<file path="config.mk">
export PLATFORM = sky130hd
export DESIGN_NAME = coil_step_tracker_flat
export DESIGN_NICKNAME = d
export VERILOG_FILES = /design/src/rtl/coil_step_tracker_if.sv /design/src/rtl/coil_step_tracker.sv /design/src/flat_wrapper.sv
export SDC_FILE = /design/constraint.sdc
export NUM_CORES = 1
export LEC_CHECK = 0
export ABC_AREA = 1
export BUFFER_PORTS_ARGS = -buffer_cell sky130_fd_sc_hd__buf_4
export CORE_MARGIN = 8
export CORE_UTILIZATION = 55
export DETAILED_ROUTE_END_ITERATION = 6
export PLACE_DENSITY_LB_ADDON = 0.05
export SETUP_SLACK_MARGIN = 0.1
export SLEW_MARGIN = 5
export SYNTH_ARGS = -nofsm -noshare
export SYNTH_HDL_FRONTEND = slang
export SYNTH_SLANG_ARGS = --single-unit
</file>
<file path="constraint.sdc">
create_clock -name PCLK -period 3.1 [get_ports PCLK]
set_input_delay 0.31 -clock PCLK [delete_from_list [all_inputs] [get_ports PCLK]]
set_output_delay 0.31 -clock PCLK [all_outputs]
set_load 0.02 [all_outputs]
</file>
<file path="src/rtl/coil_step_tracker_if.sv">
// Bundle between a stepper coil driver tap and the coil_step_tracker.
// The master side owns the coil pattern and the zero/clear requests; the tracker reports position and status.
interface coil_step_tracker_if #(
   parameter int POS_W = 24
);
   logic [3:0]              coil;
   logic                    zero;
   logic                    clr_fault;
   logic signed [POS_W-1:0] position;
   logic                    step_pulse;
   logic                    step_dir;
   logic                    energized;
   logic                    at_min;
   logic                    at_max;
   logic                    fault;

   modport master (
      output coil, zero, clr_fault,
      input  position, step_pulse, step_dir, energized, at_min, at_max, fault
   );

   modport slave (
      input  coil, zero, clr_fault,
      output position, step_pulse, step_dir, energized, at_min, at_max, fault
   );
endinterface

</file>
<file path="src/rtl/coil_step_tracker.sv">
// Per-axis step tracker: synchronises and debounces the driver coil pattern,
// decodes phase transitions into signed steps, and keeps a saturating position.
module coil_step_tracker #(
   parameter int                      POS_W         = 24,
   parameter int                      STABLE_CYCLES = 4,
   parameter logic signed [POS_W-1:0] POS_MIN       = POS_W'(-8000),
   parameter logic signed [POS_W-1:0] POS_MAX       = POS_W'(8000)
) (
   input logic           PCLK,
   input logic           PRESERN,
   coil_step_tracker_if.slave bus
);

   typedef enum logic [2:0] {
      S_IDLE = 3'd0,
      S_PH1  = 3'd1,
      S_PH2  = 3'd2,
      S_PH3  = 3'd3,
      S_PH4  = 3'd4,
      S_BAD  = 3'd5
   } state_t;

   localparam logic [3:0]              SC         = 4'(STABLE_CYCLES);
   localparam logic signed [POS_W-1:0] POS_ZERO   = '0;
   localparam logic signed [POS_W-1:0] POS_ONE    = POS_W'(1);
   localparam logic signed [POS_W-1:0] POS_TOP    = {1'b0, {(POS_W-1){1'b1}}};
   localparam logic signed [POS_W-1:0] POS_BOT    = {1'b1, {(POS_W-1){1'b0}}};
   localparam logic                    RST_AT_MIN = (POS_ZERO <= POS_MIN);
   localparam logic                    RST_AT_MAX = (POS_ZERO >= POS_MAX);

   function automatic state_t decode(input logic [3:0] code);
      case (code)
         4'b0000: decode = S_IDLE;
         4'b1001: decode = S_PH1;
         4'b0101: decode = S_PH2;
         4'b0110: decode = S_PH3;
         4'b1010: decode = S_PH4;
         default: decode = S_BAD;
      endcase
   endfunction

   function automatic logic is_phase(input state_t s);
      is_phase = (s == S_PH1) || (s == S_PH2) || (s == S_PH3) || (s == S_PH4);
   endfunction

   function automatic logic [1:0] phase_idx(input state_t s);
      case (s)
         S_PH2:   phase_idx = 2'd1;
         S_PH3:   phase_idx = 2'd2;
         S_PH4:   phase_idx = 2'd3;
         default: phase_idx = 2'd0;
      endcase
   endfunction

   logic [3:0]              s1, s2, cand, acc_code, cnt;
   logic [3:0]              cand_next, cnt_next;
   logic                    load, accept;
   state_t                  state, state_next, new_state;
   logic [1:0]              diff;
   logic                    step_up, step_dn, fault_evt, energized;
   logic signed [POS_W-1:0] position, pos_next;
   logic                    step_pulse, step_dir, fault, at_min, at_max;

   // NOTE: clocked state uses non-blocking assignments so every flop samples
   // pre-edge values; blocking here would let s2 see this cycle's s1.
   always_ff @(posedge PCLK or negedge PRESERN) begin
      if (!PRESERN) begin
         s1       <= 4'b0000;
         s2       <= 4'b0000;
         cand     <= 4'b0000;
         cnt      <= 4'd0;
         acc_code <= 4'b0000;
      end else begin
         s1   <= bus.coil;
         s2   <= s1;
         cand <= cand_next;
         cnt  <= cnt_next;
         if (accept) acc_code <= cand_next;
      end
   end

   // NOTE: every always_comb output gets a value on every path (defaults
   // first), otherwise synthesis infers a latch to hold the old value.
   always_comb begin
      load      = (s2 != cand);
      cand_next = load ? s2 : cand;
      if (load)            cnt_next = 4'd1;
      else if (cnt == SC)  cnt_next = cnt;
      else                 cnt_next = cnt + 4'd1;
      // Accept only on the edge where the count first reaches the threshold.
      accept = (cnt_next == SC) && (load || (cnt != SC)) && (cand_next != acc_code);
   end

   assign new_state = decode(cand_next);

   always_ff @(posedge PCLK or negedge PRESERN) begin
      if (!PRESERN) state <= S_IDLE;
      else          state <= state_next;
   end

   always_comb begin
      state_next = state;
      if (accept) state_next = new_state;
   end

   always_comb begin
      step_up   = 1'b0;
      step_dn   = 1'b0;
      fault_evt = 1'b0;
      diff      = 2'd0;
      energized = is_phase(state);
      if (accept) begin
         if (new_state == S_BAD) begin
            fault_evt = 1'b1;
         end else if (is_phase(state) && is_phase(new_state)) begin
            diff = phase_idx(new_state) - phase_idx(state);
            case (diff)
               2'd1:    step_up   = 1'b1;
               2'd3:    step_dn   = 1'b1;
               2'd2:    fault_evt = 1'b1;
               default: ;
            endcase
         end
      end
   end

   // Zero overrides any step; steps hold at the numeric bounds instead of wrapping.
   always_comb begin
      pos_next = position;
      if (bus.zero)                         pos_next = POS_ZERO;
      else if (step_up && position != POS_TOP) pos_next = position + POS_ONE;
      else if (step_dn && position != POS_BOT) pos_next = position - POS_ONE;
   end

   always_ff @(posedge PCLK or negedge PRESERN) begin
      if (!PRESERN) begin
         position   <= POS_ZERO;
         step_pulse <= 1'b0;
         step_dir   <= 1'b0;
         fault      <= 1'b0;
         at_min     <= RST_AT_MIN;
         at_max     <= RST_AT_MAX;
      end else begin
         position   <= pos_next;
         step_pulse <= step_up | step_dn;
         if (step_up | step_dn) step_dir <= step_up;
         fault      <= fault_evt | (fault & ~bus.clr_fault);
         at_min     <= (pos_next <= POS_MIN);
         at_max     <= (pos_next >= POS_MAX);
      end
   end

   assign bus.position   = position;
   assign bus.step_pulse = step_pulse;
   assign bus.step_dir   = step_dir;
   assign bus.energized  = energized;
   assign bus.at_min     = at_min;
   assign bus.at_max     = at_max;
   assign bus.fault      = fault;

endmodule

</file>
<file path="src/flat_wrapper.sv">
// flat-port wrapper written by rule: the top's interface ports become plain ports
module coil_step_tracker_flat 
#(
   parameter int                      POS_W         = 24,
   parameter int                      STABLE_CYCLES = 4,
   parameter logic signed [POS_W-1:0] POS_MIN       = POS_W'(-8000),
   parameter logic signed [POS_W-1:0] POS_MAX       = POS_W'(8000)
)
  (PCLK, PRESERN, bus_coil, bus_zero, bus_clr_fault, bus_position, bus_step_pulse, bus_step_dir, bus_energized, bus_at_min, bus_at_max, bus_fault);
  coil_step_tracker_if #(.POS_W(POS_W)) bus_i ();
  input logic PCLK;
  input logic PRESERN;
  input wire logic [$bits(bus_i.coil)-1:0] bus_coil;
  input wire logic [$bits(bus_i.zero)-1:0] bus_zero;
  input wire logic [$bits(bus_i.clr_fault)-1:0] bus_clr_fault;
  output wire logic [$bits(bus_i.position)-1:0] bus_position;
  output wire logic [$bits(bus_i.step_pulse)-1:0] bus_step_pulse;
  output wire logic [$bits(bus_i.step_dir)-1:0] bus_step_dir;
  output wire logic [$bits(bus_i.energized)-1:0] bus_energized;
  output wire logic [$bits(bus_i.at_min)-1:0] bus_at_min;
  output wire logic [$bits(bus_i.at_max)-1:0] bus_at_max;
  output wire logic [$bits(bus_i.fault)-1:0] bus_fault;
  assign bus_i.coil = bus_coil;
  assign bus_i.zero = bus_zero;
  assign bus_i.clr_fault = bus_clr_fault;
  assign bus_position = bus_i.position;
  assign bus_step_pulse = bus_i.step_pulse;
  assign bus_step_dir = bus_i.step_dir;
  assign bus_energized = bus_i.energized;
  assign bus_at_min = bus_i.at_min;
  assign bus_at_max = bus_i.at_max;
  assign bus_fault = bus_i.fault;
  coil_step_tracker #(.POS_W(POS_W), .STABLE_CYCLES(STABLE_CYCLES), .POS_MIN(POS_MIN), .POS_MAX(POS_MAX)) u_core (.PCLK(PCLK), .PRESERN(PRESERN), .bus(bus_i));
endmodule
</file>
# Yosys cells after proc, flatten, opt, wreduce, memory -nomap -nowiden
# Cells that the tools add are included.
[word_totals]
out_inout_bits = 30
inputBits = 8
ff_bits = 52
[op_classes]
bitwise_logic = 4
magnitude_cmp = 2
muxes = 27
n_addsub = 4
reduce_logical = 13
n_eq_ne = 23
[ops]
columns = ["op", "n"]
rows = [
  ["two-way mux 24 bit", 3],
  ["inequality test 24 bit (second input constant)", 2],
  ["adder 24 x 2 -> 24 bit (second input constant)", 1],
  ["greater-or-equal comparator 24 x 14 -> 1 bit (second input constant)", 1],
  ["<= comparator 24 x 14 -> 1 bit (second input constant)", 1],
  ["subtractor 24 x 2 -> 24 bit (second input constant)", 1],
  ["equality test 4 x 3 -> 1 bit (second input constant)", 4],
  ["case mux 3 bit (5 select lines)", 1],
  ["equality test 3 x 2 -> 1 bit (second input constant)", 4],
  ["two-way mux 1 bit", 12],
  ["two-way mux 2 bit", 6],
  ["two-way mux 4 bit", 3],
  ["case mux 2 bit (3 select lines)", 2],
  ["equality test 3 bit (second input constant)", 3],
  ["equality test 4 bit (second input constant)", 2],
  ["inequality test 4 bit", 2],
  ["logical OR 1 bit", 7],
  ["equality test 3 x 1 -> 1 bit (second input constant)", 2],
  ["logical AND 1 bit", 5],
  ["adder 4 x 1 -> 4 bit (second input constant)", 1],
  ["equality test 2 bit (second input constant)", 2],
  ["logical NOT 4 bit", 1],
  ["inequality test 4 x 3 -> 1 bit (second input constant)", 1],
  ["equality test 2 x 1 -> 1 bit (second input constant)", 1],
  ["4 further kinds", 5],
]

# Logic depth before layout (Yosys ltp)
[depth]
word_depth = 23
mapped_depth = 21
mapped_depth_nobuf = 21

# Worst setup path after synthesis
# OpenSTA, ideal clock, no wires.
[synth_timing]
path_type = "register to register"
startpoint = "register u_core.s2[2]"
endpoint = "register u_core.at_max (netlist: u_core.bus.at_max)"
t_required_ps = 2985
t_arrival_ps = 2321
path_stages_with_launch = 22
period_less_slack_ps = 2436
path_slack_ps = 664
setup_time_ps = 115
path_buffers = 1
cell_sequence = "dfrtp_1 -> inv_1 -> nand2_1 -> nor2_1 -> nor2_1 -> ha_1 -> nand3b_1 -> nand2_1 -> nand2_1 -> nand2_2 -> nand4_2 -> inv_2 -> buf_4 -> nand2_1 -> nand2_1 -> nand2_1 -> nand3_1 -> nand2_1 -> nor2_1 -> nand3_1 -> nor2_1 -> nor2_1"
[synth_between]
elab_chain_cells = 20
elab_cells_between_ends = 44
classes_between = "add/sub: 1; order compare: 1; eq/ne: 14; mux: 18; reduce/logical: 10"
[synth_rtl]
columns = ["item", "line", "source"]
rows = [
  ["from (decl)", "coil_step_tracker.sv:55", "logic [3:0] s1, s2, cand, acc_code, cnt;"],
  ["from (signal assigned)", "coil_step_tracker.sv:69", "s2 <= 4'b0000;"],
  ["from (signal assigned)", "coil_step_tracker.sv:75", "s2 <= s1;"],
  ["inequality test 4 bit", "coil_step_tracker.sv:85", "load = (s2 != cand);"],
  ["two-way mux 4 bit", "coil_step_tracker.sv:86", "cand_next = load ? s2 : cand;"],
  ["equality test 4 bit (tied with other cells)", "coil_step_tracker.sv:32", "case (code)"],
  ["case mux 3 bit (5 select lines)", "coil_step_tracker.sv:32", ""],
  ["equality test 3 bit or equality test 3 x 2 -> 1 bit (tied branches)", "coil_step_tracker.sv:43, coil_step_tracker.sv:47", ""],
  ["case mux 2 bit (3 select lines)", "coil_step_tracker.sv:47", "case (s)"],
  ["two-way mux 2 bit", "coil_step_tracker.sv:115", "end else if (is_phase(state) && is_phase(new_state)) begin"],
  ["two-way mux 2 bit", "coil_step_tracker.sv:113", "if (new_state == S_BAD) begin"],
  ["[... 4 more ...]", "-", ""],
  ["two-way mux 1 bit", "coil_step_tracker.sv:115", ""],
  ["two-way mux 1 bit", "coil_step_tracker.sv:113", ""],
  ["two-way mux 1 bit", "coil_step_tracker.sv:112", "if (accept) begin"],
  ["logical AND 1 bit", "coil_step_tracker.sv:132", "else if (step_dn && position != POS_BOT) pos_next = position - POS_ONE;"],
  ["two-way mux 24 bit", "coil_step_tracker.sv:132", ""],
  ["two-way mux 24 bit *", "coil_step_tracker.sv:131", "else if (step_up && position != POS_TOP) pos_next = position + POS_ONE;"],
  ["two-way mux 24 bit *", "coil_step_tracker.sv:130", "if (bus.zero) pos_next = POS_ZERO;"],
  ["greater-or-equal comparator 24 x 14 -> 1 bit *", "coil_step_tracker.sv:149", "at_max <= (pos_next >= POS_MAX);"],
  ["to (signal assigned)", "coil_step_tracker.sv:149", ""],
  ["to (decl)", "coil_step_tracker.sv:62", "logic step_pulse, step_dir, fault, at_min, at_max;"],
]
# Mark *: on every way between the ends. The rest lies on a longest branch, timed or not. The select of a mux whose other input is x is not followed.
# A chain may end at the register's enable or synchronous reset.

# Worst setup path in the final report
[layout_timing]
startpoint = "register u_core.s2[1]"
endpoint = "register u_core.at_min (netlist: u_core.bus.at_min)"
[layout_between]
elab_chain_cells = 20
elab_cells_between_ends = 44
classes_between = "add/sub: 1; order compare: 1; eq/ne: 14; mux: 18; reduce/logical: 10"
[layout_rtl]
columns = ["item", "line", "source"]
rows = [
  ["inequality test 4 bit", "coil_step_tracker.sv:85", ""],
  ["two-way mux 4 bit", "coil_step_tracker.sv:86", ""],
  ["equality test 4 bit (tied with other cells)", "coil_step_tracker.sv:32", ""],
  ["case mux 3 bit (5 select lines)", "coil_step_tracker.sv:32", ""],
  ["equality test 3 bit or equality test 3 x 2 -> 1 bit (tied branches)", "coil_step_tracker.sv:43, coil_step_tracker.sv:47", ""],
  ["case mux 2 bit (3 select lines)", "coil_step_tracker.sv:47", ""],
  ["two-way mux 2 bit", "coil_step_tracker.sv:115", ""],
  ["two-way mux 2 bit", "coil_step_tracker.sv:113", ""],
  ["[... 4 more ...]", "-", ""],
  ["two-way mux 1 bit", "coil_step_tracker.sv:115", ""],
  ["two-way mux 1 bit", "coil_step_tracker.sv:113", ""],
  ["two-way mux 1 bit", "coil_step_tracker.sv:112", ""],
  ["logical AND 1 bit", "coil_step_tracker.sv:132", ""],
  ["two-way mux 24 bit", "coil_step_tracker.sv:132", ""],
  ["two-way mux 24 bit *", "coil_step_tracker.sv:131", ""],
  ["two-way mux 24 bit *", "coil_step_tracker.sv:130", ""],
  ["<= comparator 24 x 14 -> 1 bit *", "coil_step_tracker.sv:148", "at_min <= (pos_next <= POS_MIN);"],
  ["to (signal assigned)", "coil_step_tracker.sv:148", ""],
  ["to (decl)", "coil_step_tracker.sv:62", ""],
]
# Marks and branches as above.

==> impl_metrics.csv <==
group,metric,value,unit
run_status,outcome,"completed",
final_layout,nFillCells,687,
drt,wl_per_cell,16.4,um
global_route,met3_usage,6.08,%
die,die_w,103,um
clocking,cts_tree,"done",
logic_synthesis,synth_largest_area_cell,"dfrtp_1",
global_route,antenna_found_initial,0,
clocking,root_buffer,"clkbuf_8",
final_layout,nNetsFinal,715,
worst_setup_path,crit_path_start_kind,"flip-flop",
global_route,grt_util_met2,36.5,%
global_route,grt_pass1_vias,4047,
final_layout,final-seq-area,1310,um2
drt,vias,4408,
pwr,p_per_area,256,nW/um2
drt,firstDrtPassIters,5,
final_layout,multi_input_area,2440,um2
pwr,p_seq_share,57.2,%
logic_synthesis,syn_area,4160,um2
pwr,power.internal,0.000887,W
drt,via_per_inst,5.50,
placed_design,gp_congestion,0.989,
drt,routed_wl,13.1,mm
timing,drv_slew,0,
pwr,leakagePower,2.80,nW
timing,rsz0062_at_grt,"false",
logic_synthesis,postSynthAreaPerCell,6.33,um2
logic_synthesis,syn_inst,657,
final_layout,design_area,4800,um2
worst_setup_path,endpoint_kind,"flip-flop",
job,cap_violations,0,
die,die-area,10600,um2
pwr,p_comb_share,8.6,%
worst_setup_path,worstPathRequired,3.34,ns
min_path,holdCritPathClass,"primary input to async pin",
timing,finalSetupViolCount,0,
worst_setup_path,crit_type,"flip-flop to flip-flop",
placed_design,place_area,4550,um2
timing,fin_crit,2.85,ns
worst_setup_path,worstPathArrival,3.08,ns
logic_synthesis,netlist_top_cells_area,"dfrtp_1, nand2_1, nor2_1, inv_1, xor2_1",
die,io_pins,38,
drt,drc,0,
drt,dr.first_iter.drc_count,491,
timing,slew_headroom,36.5,%
pwr,power.switching,0.000340,W
final_layout,layout-drive-gt1-share,16.2,%
pwr,p_clk_share,34.2,%
logic_synthesis,netlist.area_leader.share,31.3,%
pwr,peakVddDrop,0.000194,V
placed_design,dp_cells,785,
final_layout,final_cell_mix,"nand2_1, inv_1, nor2_1",
timing,max_freq,0.351,GHz
timing,fin_skew,0.0147,ns
timing,fin_setup_tns,0,ns
logic_synthesis,yosys_warnings,0,
logic_synthesis,synth_cell_types,32,
logic_synthesis,yosysSeqAreaShare,31.3,%
global_route,overflow,0,
timing,timing_hold_violations_final,0,
die,die_y,103,um
final_layout,num_antenna_cells,0,
logic_synthesis,ys_ff_latch,52,
clocking,clkLatencyLatePin,0.32,ns
die,rows,31,
die,core-area,7290,um2
worst_setup_path,crit_fanout,8,
clocking,cts_buffers,5,
global_route,grt_pass1_wl,20.3,mm
global_route,use_met1,34.3,%
clocking,ctsHtreeMaxLevel,2,
clocking,clockBufferDepth,2,
placed_design,io_buffers,37,
final_layout,final_cells,801,
die,start_util,57.1,%
pwr,switching_share,27.7,%
global_route,top_usage_layer,"met2",
global_route,grt_max_degree,53,
clocking,clk_pin_slew,0.11,ns
drt,final_antenna_net_count,0,
timing,period_share,91.8,%
final_layout,final_common_cell,"nand2_1",
logic_synthesis,synth_fp_nets,671,
global_route,track_usage,24.9,%
final_layout,syn_to_final_growth,15.3,%
clocking,clock_sinks,52,
timing,worst_slew_pin_slew,0.951,ns
final_layout,postLayoutCoreUtil,65.8,%
placed_design,hpwl,9.94,mm
## Yosys cell counts
cell / instances
nor2_1: 93
nand4_1: 7
clkbuf_2: 2
nand3_4: 1
inv_2: 6
xor2_1: 38
nand4_2: 2
buf_4: 3
a21oi_1: 3
nand2_2: 1
nand3_1: 60
nor4_1: 5
nor3_1: 15
inv_1: 90
clkbuf_1: 6
nor2_8: 1
nor2_4: 2
buf_6: 2
nand2_1: 209
nand3b_1: 2
dfrtp_1: 52
nor2_2: 4
o21ai_0: 16
ha_1: 6
o2bb2ai_2: 1
xnor2_1: 2
nand3_2: 3
o21ai_1: 8
o22a_1: 1
buf_2: 12
a31oi_1: 2
nor3_2: 2
## power by group through the flow
stage | registers [W] | clock network, W | logic [W]
finish | 0.000702 | 0.000420 | 0.000105
global route | 0.000703 | 0.000448 | 0.000119
CTS | 0.000702 | 0.000430 | 0.0000938
detailed placement | 0.000715 | 0 | 0.0000935
global placement | 0.000714 | 0 | 0.0000892
floorplan | 0.000713 | 0 | 0.0000603
## routing by layer
layer,vias up,routed length [um]
li1,2104,-
met1,2028,5730
met2,234,5680
met3,42,1310
met4,0,382
met5,-,0
## cell type report
type	count	share of cell area (%)
sequential	52	27.2
inverter	96	7.61
timing repair buffer	62	9.93
clock inverter	2	0.287
clock buffer	6	1.51
multi-input combinational	484	50.8
tap	99	2.58
## sequential cells by signal, indices dropped and copies added (netlist names)
| name | cells |
|---|---|
| u_core.state | 3 |
| u_core.bus.at_min | 1 |
| u_core.s2 | 4 |
| u_core.bus.fault | 1 |
| u_core.acc_code | 4 |
| u_core.cand | 4 |
| u_core.cnt | 4 |
| u_core.bus.at_max | 1 |
| u_core.bus.step_pulse | 1 |
| u_core.bus.step_dir | 1 |
| u_core.s1 | 4 |
| u_core.bus.position | 24 |
## through the flow
step / hold WS [ns] / worst slack, ns / total power, W
after CTS: 0.0440 / 0.176 / 0.00123
after global routing: 0.0741 / 0.0369 / 0.00127
after floorplan: 0.0144 / 0.664 / 0.000773
after global placement: 0.335 / 0.315 / 0.000804
after detailed placement: 0.336 / 0.204 / 0.000809
final: 0.00896 / 0.255 / 0.00123
## repair_timing
action | CTS | global route
endpoints found under the setup margin | 0 | 2
gates resized for setup | 0 | 32
hold buffers | 0 | 0
buffers inserted | 0 | 8
## kinds of logic (layout without fill, tap and decap cells)
group | Yosys count | count (layout) | share of synthesized area [%]
flip-flops | 52 | 52 | 31.3
buffers and inverters | 121 | 166 | 12.0
adder cells (fa/ha/maj) | 6 | 6 | 1.80
XOR/XNOR | 40 | 40 | 8.42
AND/OR/NAND/NOR | 407 | 407 | 42.4
AO/OA/AOI/OAI | 31 | 31 | 4.12
## worst max-delay path, stage by stage (launching register included)
cell and delay, ns:
dfrtp_2 0.45, inv_2 0.09, nand2_1 0.09, nor2_2 0.13
nor2_1 0.06, ha_1 0.20, nand3b_1 0.17, nand2_1 0.08
nand2_1 0.06, nand2_2 0.14, nand2_2 0.10, nor2_4 0.28
buf_6 0.14, nand3_1 0.05, nand2_1 0.06, nand2_1 0.04
nand3_1 0.08, nand2_1 0.10, nor2_2 0.13, nand2_2 0.09
nand2_1 0.06, nand2_1 0.04, a21oi_1 0.12
## final timing paths
check / start / endpoint / slack [ns] / cells past startpoint
setup / recovery: u_core.s2[1] / u_core.bus.at_min / 0.25 / 22
hold / removal: PRESERN / u_core.bus.position[22] / 0.009 / 1
setup reg to reg: u_core.s2[1] / u_core.bus.at_min / 0.25 / 22
hold reg to reg: u_core.s1[2] / u_core.s2[2] / 0.36 / 0
max in group asynchronous: PRESERN / u_core.s2[2] / 2.60 / 1
min in group PCLK: bus_coil[2] / u_core.s1[2] / 0.10 / 1
Power figures use the tool's default switching activity.
